<file path="src/rtl/multicycle_control_unit.sv">
// Multicycle MIPS main control FSM. Each instruction runs through fetch,
// decode, execute, memory and writeback states. The FSM drives the datapath
// mux selects and enables, and it waits on a memory ready handshake that has
// a timeout.
// Optional build macro: MC_CTRL_ILLEGAL_TRAP_EN. When it is defined, an
// unknown opcode goes to the TRAP state. When it is undefined, an unknown
// opcode retires as a no-op in DECODE.
module multicycle_control_unit #(
   parameter int                  OPCODE_W    = 6,
   parameter logic [OPCODE_W-1:0] OP_RTYPE    = 6'h00,
   parameter logic [OPCODE_W-1:0] OP_LW       = 6'h23,
   parameter logic [OPCODE_W-1:0] OP_SW       = 6'h2B,
   parameter logic [OPCODE_W-1:0] OP_BEQ      = 6'h04,
   parameter logic [OPCODE_W-1:0] OP_ADDI     = 6'h08,
   parameter logic [OPCODE_W-1:0] OP_J        = 6'h02,
   parameter int                  MEM_TIMEOUT = 16
) (
   input  logic                clk,
   input  logic                reset,
   input  logic [OPCODE_W-1:0] opcode,
   input  logic                mem_ready,
   output logic                pc_write,
   output logic                pc_write_cond,
   output logic [1:0]          pc_source,
   output logic                i_or_d,
   output logic                mem_read,
   output logic                mem_write,
   output logic                ir_write,
   output logic                mem_to_reg,
   output logic                reg_dst,
   output logic                reg_write,
   output logic                alu_src_a,
   output logic [1:0]          alu_src_b,
   output logic [1:0]          alu_op,
   output logic                instr_done,
   output logic                bus_error,
   output logic                illegal_op,
   output logic [3:0]          state_o
);

   typedef enum logic [3:0] {
      S_IDLE      = 4'd0,
      S_FETCH     = 4'd1,
      S_DECODE    = 4'd2,
      S_MEM_ADDR  = 4'd3,
      S_MEM_READ  = 4'd4,
      S_MEM_WB    = 4'd5,
      S_MEM_WRITE = 4'd6,
      S_EXECUTE   = 4'd7,
      S_R_WB      = 4'd8,
      S_BRANCH    = 4'd9,
      S_JUMP      = 4'd10,
      S_ADDI_EXEC = 4'd11,
      S_ADDI_WB   = 4'd12,
      S_TRAP      = 4'd13
   } state_t;

   // A timeout of 0 still needs a 1-bit counter. That counter then just saturates.
   localparam int             CNT_W     = (MEM_TIMEOUT > 0) ? $clog2(MEM_TIMEOUT + 1) : 1;
   localparam logic [CNT_W-1:0] CNT_LIMIT = CNT_W'(MEM_TIMEOUT);
   localparam logic [CNT_W-1:0] CNT_MAX   = '1;

   state_t           state, state_nxt;
   logic [CNT_W-1:0] wait_cnt, wait_cnt_nxt;
   logic             in_mem_state;
   logic             timeout;

   assign state_o      = state;
   assign in_mem_state = (state == S_FETCH) || (state == S_MEM_READ) || (state == S_MEM_WRITE);
   // A ready that arrives in the limit cycle counts as completion, not as a timeout.
   assign timeout      = (MEM_TIMEOUT != 0) && in_mem_state && !mem_ready && (wait_cnt == CNT_LIMIT);

   // State register and wait counter. Reset abandons any instruction in flight.
   always_ff @(posedge clk) begin
      if (reset) begin
         state    <= S_IDLE;
         wait_cnt <= '0;
      end else begin
         state    <= state_nxt;
         wait_cnt <= wait_cnt_nxt;
      end
   end

   // Wait counter: it counts consecutive not-ready cycles and restarts on every state entry.
   always_comb begin
      wait_cnt_nxt = '0;
      if (in_mem_state && !mem_ready && (state_nxt == state)) begin
         wait_cnt_nxt = (wait_cnt != CNT_MAX) ? wait_cnt + 1'b1 : wait_cnt;
      end
   end

   // Next-state and Moore output decode. Only the FETCH and MEM_WRITE outputs also look at mem_ready.
   always_comb begin
      state_nxt     = state;
      pc_write      = 1'b0;
      pc_write_cond = 1'b0;
      pc_source     = 2'b00;
      i_or_d        = 1'b0;
      mem_read      = 1'b0;
      mem_write     = 1'b0;
      ir_write      = 1'b0;
      mem_to_reg    = 1'b0;
      reg_dst       = 1'b0;
      reg_write     = 1'b0;
      alu_src_a     = 1'b0;
      alu_src_b     = 2'b00;
      alu_op        = 2'b00;
      instr_done    = 1'b0;
      bus_error     = 1'b0;
      illegal_op    = 1'b0;
      case (state)
         S_IDLE: state_nxt = S_FETCH;
         S_FETCH: begin
            mem_read  = 1'b1;
            alu_src_b = 2'b01;
            if (mem_ready) begin
               ir_write  = 1'b1;
               pc_write  = 1'b1;
               state_nxt = S_DECODE;
            end
         end
         S_DECODE: begin
            alu_src_b = 2'b11;
            case (opcode)
               OP_LW, OP_SW: state_nxt = S_MEM_ADDR;
               OP_RTYPE:     state_nxt = S_EXECUTE;
               OP_BEQ:       state_nxt = S_BRANCH;
               OP_J:         state_nxt = S_JUMP;
               OP_ADDI:      state_nxt = S_ADDI_EXEC;
               default: begin
`ifdef MC_CTRL_ILLEGAL_TRAP_EN
                  state_nxt = S_TRAP;
`else
                  state_nxt  = S_FETCH;
                  instr_done = 1'b1;
`endif
               end
            endcase
         end
         S_MEM_ADDR: begin
            alu_src_a = 1'b1;
            alu_src_b = 2'b10;
            state_nxt = (opcode == OP_LW) ? S_MEM_READ : S_MEM_WRITE;
         end
         S_MEM_READ: begin
            mem_read = 1'b1;
            i_or_d   = 1'b1;
            if (mem_ready) state_nxt = S_MEM_WB;
         end
         S_MEM_WB: begin
            reg_write  = 1'b1;
            mem_to_reg = 1'b1;
            instr_done = 1'b1;
            state_nxt  = S_FETCH;
         end
         S_MEM_WRITE: begin
            mem_write = 1'b1;
            i_or_d    = 1'b1;
            if (mem_ready) begin
               instr_done = 1'b1;
               state_nxt  = S_FETCH;
            end
         end
         S_EXECUTE: begin
            alu_src_a = 1'b1;
            alu_op    = 2'b10;
            state_nxt = S_R_WB;
         end
         S_R_WB: begin
            reg_write  = 1'b1;
            reg_dst    = 1'b1;
            instr_done = 1'b1;
            state_nxt  = S_FETCH;
         end
         S_BRANCH: begin
            alu_src_a     = 1'b1;
            alu_op        = 2'b01;
            pc_write_cond = 1'b1;
            pc_source     = 2'b01;
            instr_done    = 1'b1;
            state_nxt     = S_FETCH;
         end
         S_JUMP: begin
            pc_write   = 1'b1;
            pc_source  = 2'b10;
            instr_done = 1'b1;
            state_nxt  = S_FETCH;
         end
         S_ADDI_EXEC: begin
            alu_src_a = 1'b1;
            alu_src_b = 2'b10;
            state_nxt = S_ADDI_WB;
         end
         S_ADDI_WB: begin
            reg_write  = 1'b1;
            instr_done = 1'b1;
            state_nxt  = S_FETCH;
         end
`ifdef MC_CTRL_ILLEGAL_TRAP_EN
         S_TRAP: begin
            illegal_op = 1'b1;
            pc_write   = 1'b1;
            pc_source  = 2'b11;
            instr_done = 1'b1;
            state_nxt  = S_FETCH;
         end
`endif
         default: state_nxt = S_IDLE;
      endcase
      // A memory timeout overrides the state's own successor.
      if (timeout) begin
         bus_error = 1'b1;
         state_nxt = S_IDLE;
      end
   end

endmodule

</file>
<file path="config.mk">
export PLATFORM = sky130hd
export DESIGN_NAME = multicycle_control_unit
export DESIGN_NICKNAME = d
export VERILOG_FILES = /design/src/rtl/multicycle_control_unit.sv
export SDC_FILE = /design/constraint.sdc
export NUM_CORES = 1
export LEC_CHECK = 0
export BUFFER_PORTS_ARGS = -buffer_cell sky130_fd_sc_hd__clkbuf_2
export CAP_MARGIN = 25
export CELL_PAD_IN_SITES_DETAIL_PLACEMENT = 0
export CELL_PAD_IN_SITES_GLOBAL_PLACEMENT = 1
export CORE_ASPECT_RATIO = 1.4
export CORE_UTILIZATION = 39
export CTS_BUF_LIST = sky130_fd_sc_hd__clkbuf_4
export DETAILED_ROUTE_END_ITERATION = 6
export HOLD_SLACK_MARGIN = 0.02
export PLACE_DENSITY = 0.95
export SYNTH_ARGS = -nofsm -noshare
export SYNTH_HDL_FRONTEND = slang
export SYNTH_SLANG_ARGS = --single-unit
</file>
<file path="constraint.sdc">
create_clock -name clk -period 4.2 [get_ports clk]
set_input_delay 0.84 -clock clk [delete_from_list [all_inputs] [get_ports clk]]
set_output_delay 0.84 -clock clk [all_outputs]
set_load 0.01 [all_outputs]
</file>
# Yosys cells after proc, flatten, opt, wreduce, memory -nomap -nowiden
# Cells that the tools add are included.
[op_classes] add_sub_neg=1 mul=0 n_div=0 magnitude_cmp=0 n_eq_ne=20 shift=0 mux=24 bitwise_logic=1 n_reduce_logical=18
[ops] operator="$pmux W4 S8" count=1
[ops] operator="$eq A4 B4 Y1 const B" count=5
[ops] operator="$pmux W4 S5" count=1
[ops] operator="$eq A4 B3 Y1 const B" count=4
[ops] operator="$mux W4" count=4
[ops] operator="$eq A6 B6 Y1 const B" count=2
[ops] operator="$mux W1" count=12
[ops] operator="$reduce_or A6 Y1" count=2
[ops] operator="$reduce_or A2 Y1" count=5
[ops] operator="$eq A4 B2 Y1 const B" count=2
[ops] operator="$pmux W2 S2" count=2
[ops] operator="$eq A6 B2 Y1 const B" count=1
[ops] operator="$eq A6 B3 Y1 const B" count=1
[ops] operator="$eq A6 B4 Y1 const B" count=1
[ops] operator="$logic_not A6 Y1" count=1
[ops] operator="$pmux W2 S3" count=1
[ops] operator="$add A5 B1 Y5 const B" count=1
[ops] operator="$eq A5 B5 Y1 const B" count=1
[ops] operator="$ne A5 B5 Y1 const B" count=1
[ops] operator="$reduce_or A5 Y1" count=1
[ops] operator="$eq A4 B1 Y1 const B" count=1
[ops] operator="$eq A4 B4 Y1" count=1
[ops] operator="$logic_not A4 Y1" count=1
[ops] operator="$reduce_or A4 Y1" count=1
[ops] operator="8 further kinds" count=11
[word_totals] reg_bits=9 latch_bits=0 mem_bits_rw=0 mem_bits_ro=0 inputBits=9 out_inout_bits=23 wordCells=66 mem_count=0

# Longest topological paths before layout
[depth] depth_word=10 mapped_depth=7 mapped_depth_nobuf=7

# Worst setup path before layout
# Ideal clock, no wire load.
[synth_path] path_kind="input to output" start="input port opcode[3]" end="output port instr_done" t_arrival_ps=1555 t_required_ps=3360 path_slack_ps=1805 cell_stages=5 n_path_buf=0 path_cell_list="nor2_1 > nor2_1 > o32a_1 > nor3_1 > o31ai_1"
[synth_via] elab_chain_cells=4 elab_cells_between_ends=9 cone_classes="eq/ne: 5; mux: 2; reduce/logical: 2"
[synth_lines] item="start: declaration" line_no="20" rtl="input logic [OPCODE_W-1:0] opcode,"
[synth_lines] item="$eq A6 B6 Y1 (tied with other cells)" line_no="124" rtl="case (opcode)"
[synth_lines] item="$reduce_or A6 Y1 (no line) *"
[synth_lines] item="$mux W1 *" line_no="124"
[synth_lines] item="$pmux W1 S3 *" line_no="111" rtl="case (state)"
[synth_lines] item="end: declaration" line_no="35" rtl="output logic instr_done,"
# Every way passes the cells marked *; elsewhere a longest branch is shown, timed or not.

# Final worst setup path
# Same ends and word-level chain as after synthesis.

==> results_dict.tcl <==
set metrics [dict create \
    hold_class "reg2reg" \
    async_flop_share_pct 0 \
    boundaryPins 32 \
    rows 20 \
    drv_slew 0 \
    synth_adder_area_share_pct 3.95 \
    area_delta_synth_final_pct 13.8 \
    post_cts_buffers 0 \
    rsz0062_at_grt "false" \
    die_w_um 43.7 \
    synthFlopType "dfxtp_1" \
    yosysTopAreaCellShare_pct 18.9 \
    layout.nets 166 \
    seqPwrFrac_pct 41.8 \
    cts_tree "done" \
    clock_sinks 9 \
    core-area_sq_um 2230 \
    p_sw_uw 79.8 \
    synth_simple_gate_area_share_pct 35.9 \
    antenna_left 0 \
    p_clk_share_pct 31.9 \
    cts_hold_buf 0 \
    synth_compound_area_share_pct 25.0 \
    fillers 235 \
    irDropWorstVdd_mv 0.172 \
    grt_max_degree 22 \
    critPathKind "in2out" \
    cp.required_ns 3.36 \
    r2r_slack_ns 2.25 \
    synth_seq_area_share_pct 18.9 \
    synth_nets 142 \
    hp-start "wait_cnt[3]$_SDFFE_PP0P_" \
    drtIter0Drc 47 \
    period_share_pct 66.6 \
    initial_core_util_pct 42.7 \
    ys_ff_latch 9 \
    synth-xor-area-share_pct 3.68 \
    routedWlPerCell_um 13.1 \
    die_area_sq_um 2640 \
    comb_power_share_pct 26.3 \
    grt_pass1_wl_um 3930 \
    synth_most_common_cell "nor2_1" \
    port_buffers 30 \
    synth_edf_count 0 \
    slew_headroom_pct 52.8 \
    p_int_uw 157 \
    post_cts_resized 0 \
    htree_levels 1 \
    gp_congestion 0.891 \
    vias 1026 \
    min_period_ns 2.80 \
    drive_above_1_share_pct 26.8 \
    grt_pass1_vias 919 \
    failed_checks "design-rule violations" \
    dieHeight_um 60.4 \
    worstSetupStartpointType "input port" \
    grt_usage_pct 19.5 \
    cts_buffer_depth 2 \
    cts_inserted_buffers 3 \
    antenna_found_initial 0 \
    viasPerCell 5.86 \
    status "complete, but fails checks" \
    setup_violations 0 \
    cap_violations 0 \
    finalClockSkew_ns 0.00259 \
    p_leak_uw 0.000482 \
    hold_viol_final 0 \
    drc 5 \
    p_per_area_nw_per_um2 218 \
    yosys_warnings 0 \
    arrival_ns 1.96 \
    syn-cell-area_sq_um 951 \
    diodes 0 \
    netlist_top_cells_area "dfxtp_1 19%, nor2_1 6.7%, nand2_1 5.5%" \
    worst_pin_slew_ns 0.706 \
    fmax_mhz 357 \
    startpoint "opcode[3]" \
    worstSkewPairLatency_ns 0.27 \
    post-synth-top-area-cell "dfxtp_1" \
    switching_share_pct 33.8 \
    reg2reg_from "state_o[0]$_SDFF_PP0_" \
    wl_um 2290 \
    first_pass_iters 6 \
    synth_top_family_by_area "simple AND/OR/NAND/NOR gates" \
    setup_tns_ns 0 \
    synth_mux_area_share_pct 2.11 \
    synth_common_cells "17 x nor2_1, 14 x nand2_1, 9 x dfxtp_1" \
    netlist_instances 130 \
    synth.avg_cell_area_sq_um 7.31 \
    clkTransAtPathRegs_ns 0.06 \
    crit_path_max_fanout 6 \
    root_buffer "clkbuf_4" \
    endpoint_kind "output pin" \
    hpwl_um 1790 \
    grt_overflow_total 0 \
    timing.hold.ws_ns 0.562 \
    ys_types 47 \
]
==> kinds of logic after synthesis <==
kind of cell	count (synthesis)
AO/OA/AOI/OAI	32
flip-flops	9
other	1
adder cells (fa/ha/maj)	3
buffers and inverters	16
XOR/XNOR	4
AND/OR/NAND/NOR	63
multiplexers	2
==> per-stage QoR <==
stage | utilization (%) | total power, uW | cells | cell area (sq um) | setup slack (ns)
2_1_floorplan | - | 143 | 130 | 951 | 1.80
3_3_place_gp | 47.2 | 161 | 171 | 1050 | 1.43
3_5_place_dp | 47.2 | 163 | 171 | 1050 | 1.40
4_1_cts | 48.6 | 238 | 175 | 1080 | 1.40
5_1_grt | 48.6 | 251 | 175 | 1080 | 1.29
6_report | 48.6 | 236 | 175 | 1080 | 1.40
==> registers in the layout, summed over array words and instances, names as in the netlist <==
name and cells:
state_o 4, wait_cnt 5
==> cell type report <==
type / count / area, sq um / area share, %
multi-input cells: 105 / 676 / 62.4
flip-flops and latches: 9 / 180 / 16.6
repair buffers: 30 / 150 / 13.9
clock buffers: 4 / 30.0 / 2.77
well taps: 22 / 27.5 / 2.54
inverters: 5 / 18.8 / 1.73
==> final timing paths <==
path | endpoint | depth (start not counted)
worst max register to register | wait_cnt[4]$_SDFFE_PP0P_ | 5
worst max-delay path | instr_done | 7
worst min register to register | wait_cnt[3]$_SDFFE_PP0P_ | 2
worst min-delay path | wait_cnt[3]$_SDFFE_PP0P_ | 2
==> power by group through the flow <==
stage | sequential (uW) | combinational, uW | clock [uW]
global placement | 100 | 60.9 | 0
finish | 98.7 | 62.2 | 75.4
detailed placement | 101 | 62.1 | 0
CTS | 98.7 | 62.3 | 76.9
floorplan | 92.6 | 50.2 | 0
global route | 100 | 69.9 | 81.2
==> critical path, stage by stage <==
cell	delay (ns)
clkbuf_2	0.13
nor2_1	0.19
nor2_1	0.06
o32a_1	0.28
nor3_1	0.20
o31ai_1	0.10
clkbuf_2	0.15
==> routing by layer <==
layer / part of all wire [%] / GRT usage [%]
met5: 0 / 0
met1: 41 / 22.0
met3: 4.1 / 2.08
met2: 53 / 35.4
met4: 1.7 / 10.7
==> cells in the final DEF, fill, tap and decap left out, types with 2 or more instances in the layout <==
master / Yosys / routed
a21o_1: 3 / 3
nand2b_1: 4 / 4
o21ai_1: 5 / 5
nand3_1: 3 / 3
mux2i_1: 2 / 2
inv_2: 2 / 2
ha_1: 3 / 3
xor2_1: 3 / 3
a31oi_1: 2 / 2
a211oi_1: 2 / 2
a32oi_1: 2 / 2
nor4_1: 6 / 6
clkbuf_4: 0 / 4
nor2b_1: 3 / 3
nand2_1: 14 / 14
nor3_1: 3 / 3
clkbuf_2: 0 / 30
a21oi_1: 4 / 4
nor2_1: 17 / 17
inv_1: 3 / 3
dfxtp_1: 9 / 9
and3_1: 4 / 4
o21ai_0: 3 / 3
Note: power is estimated with default switching activity, not from simulation.
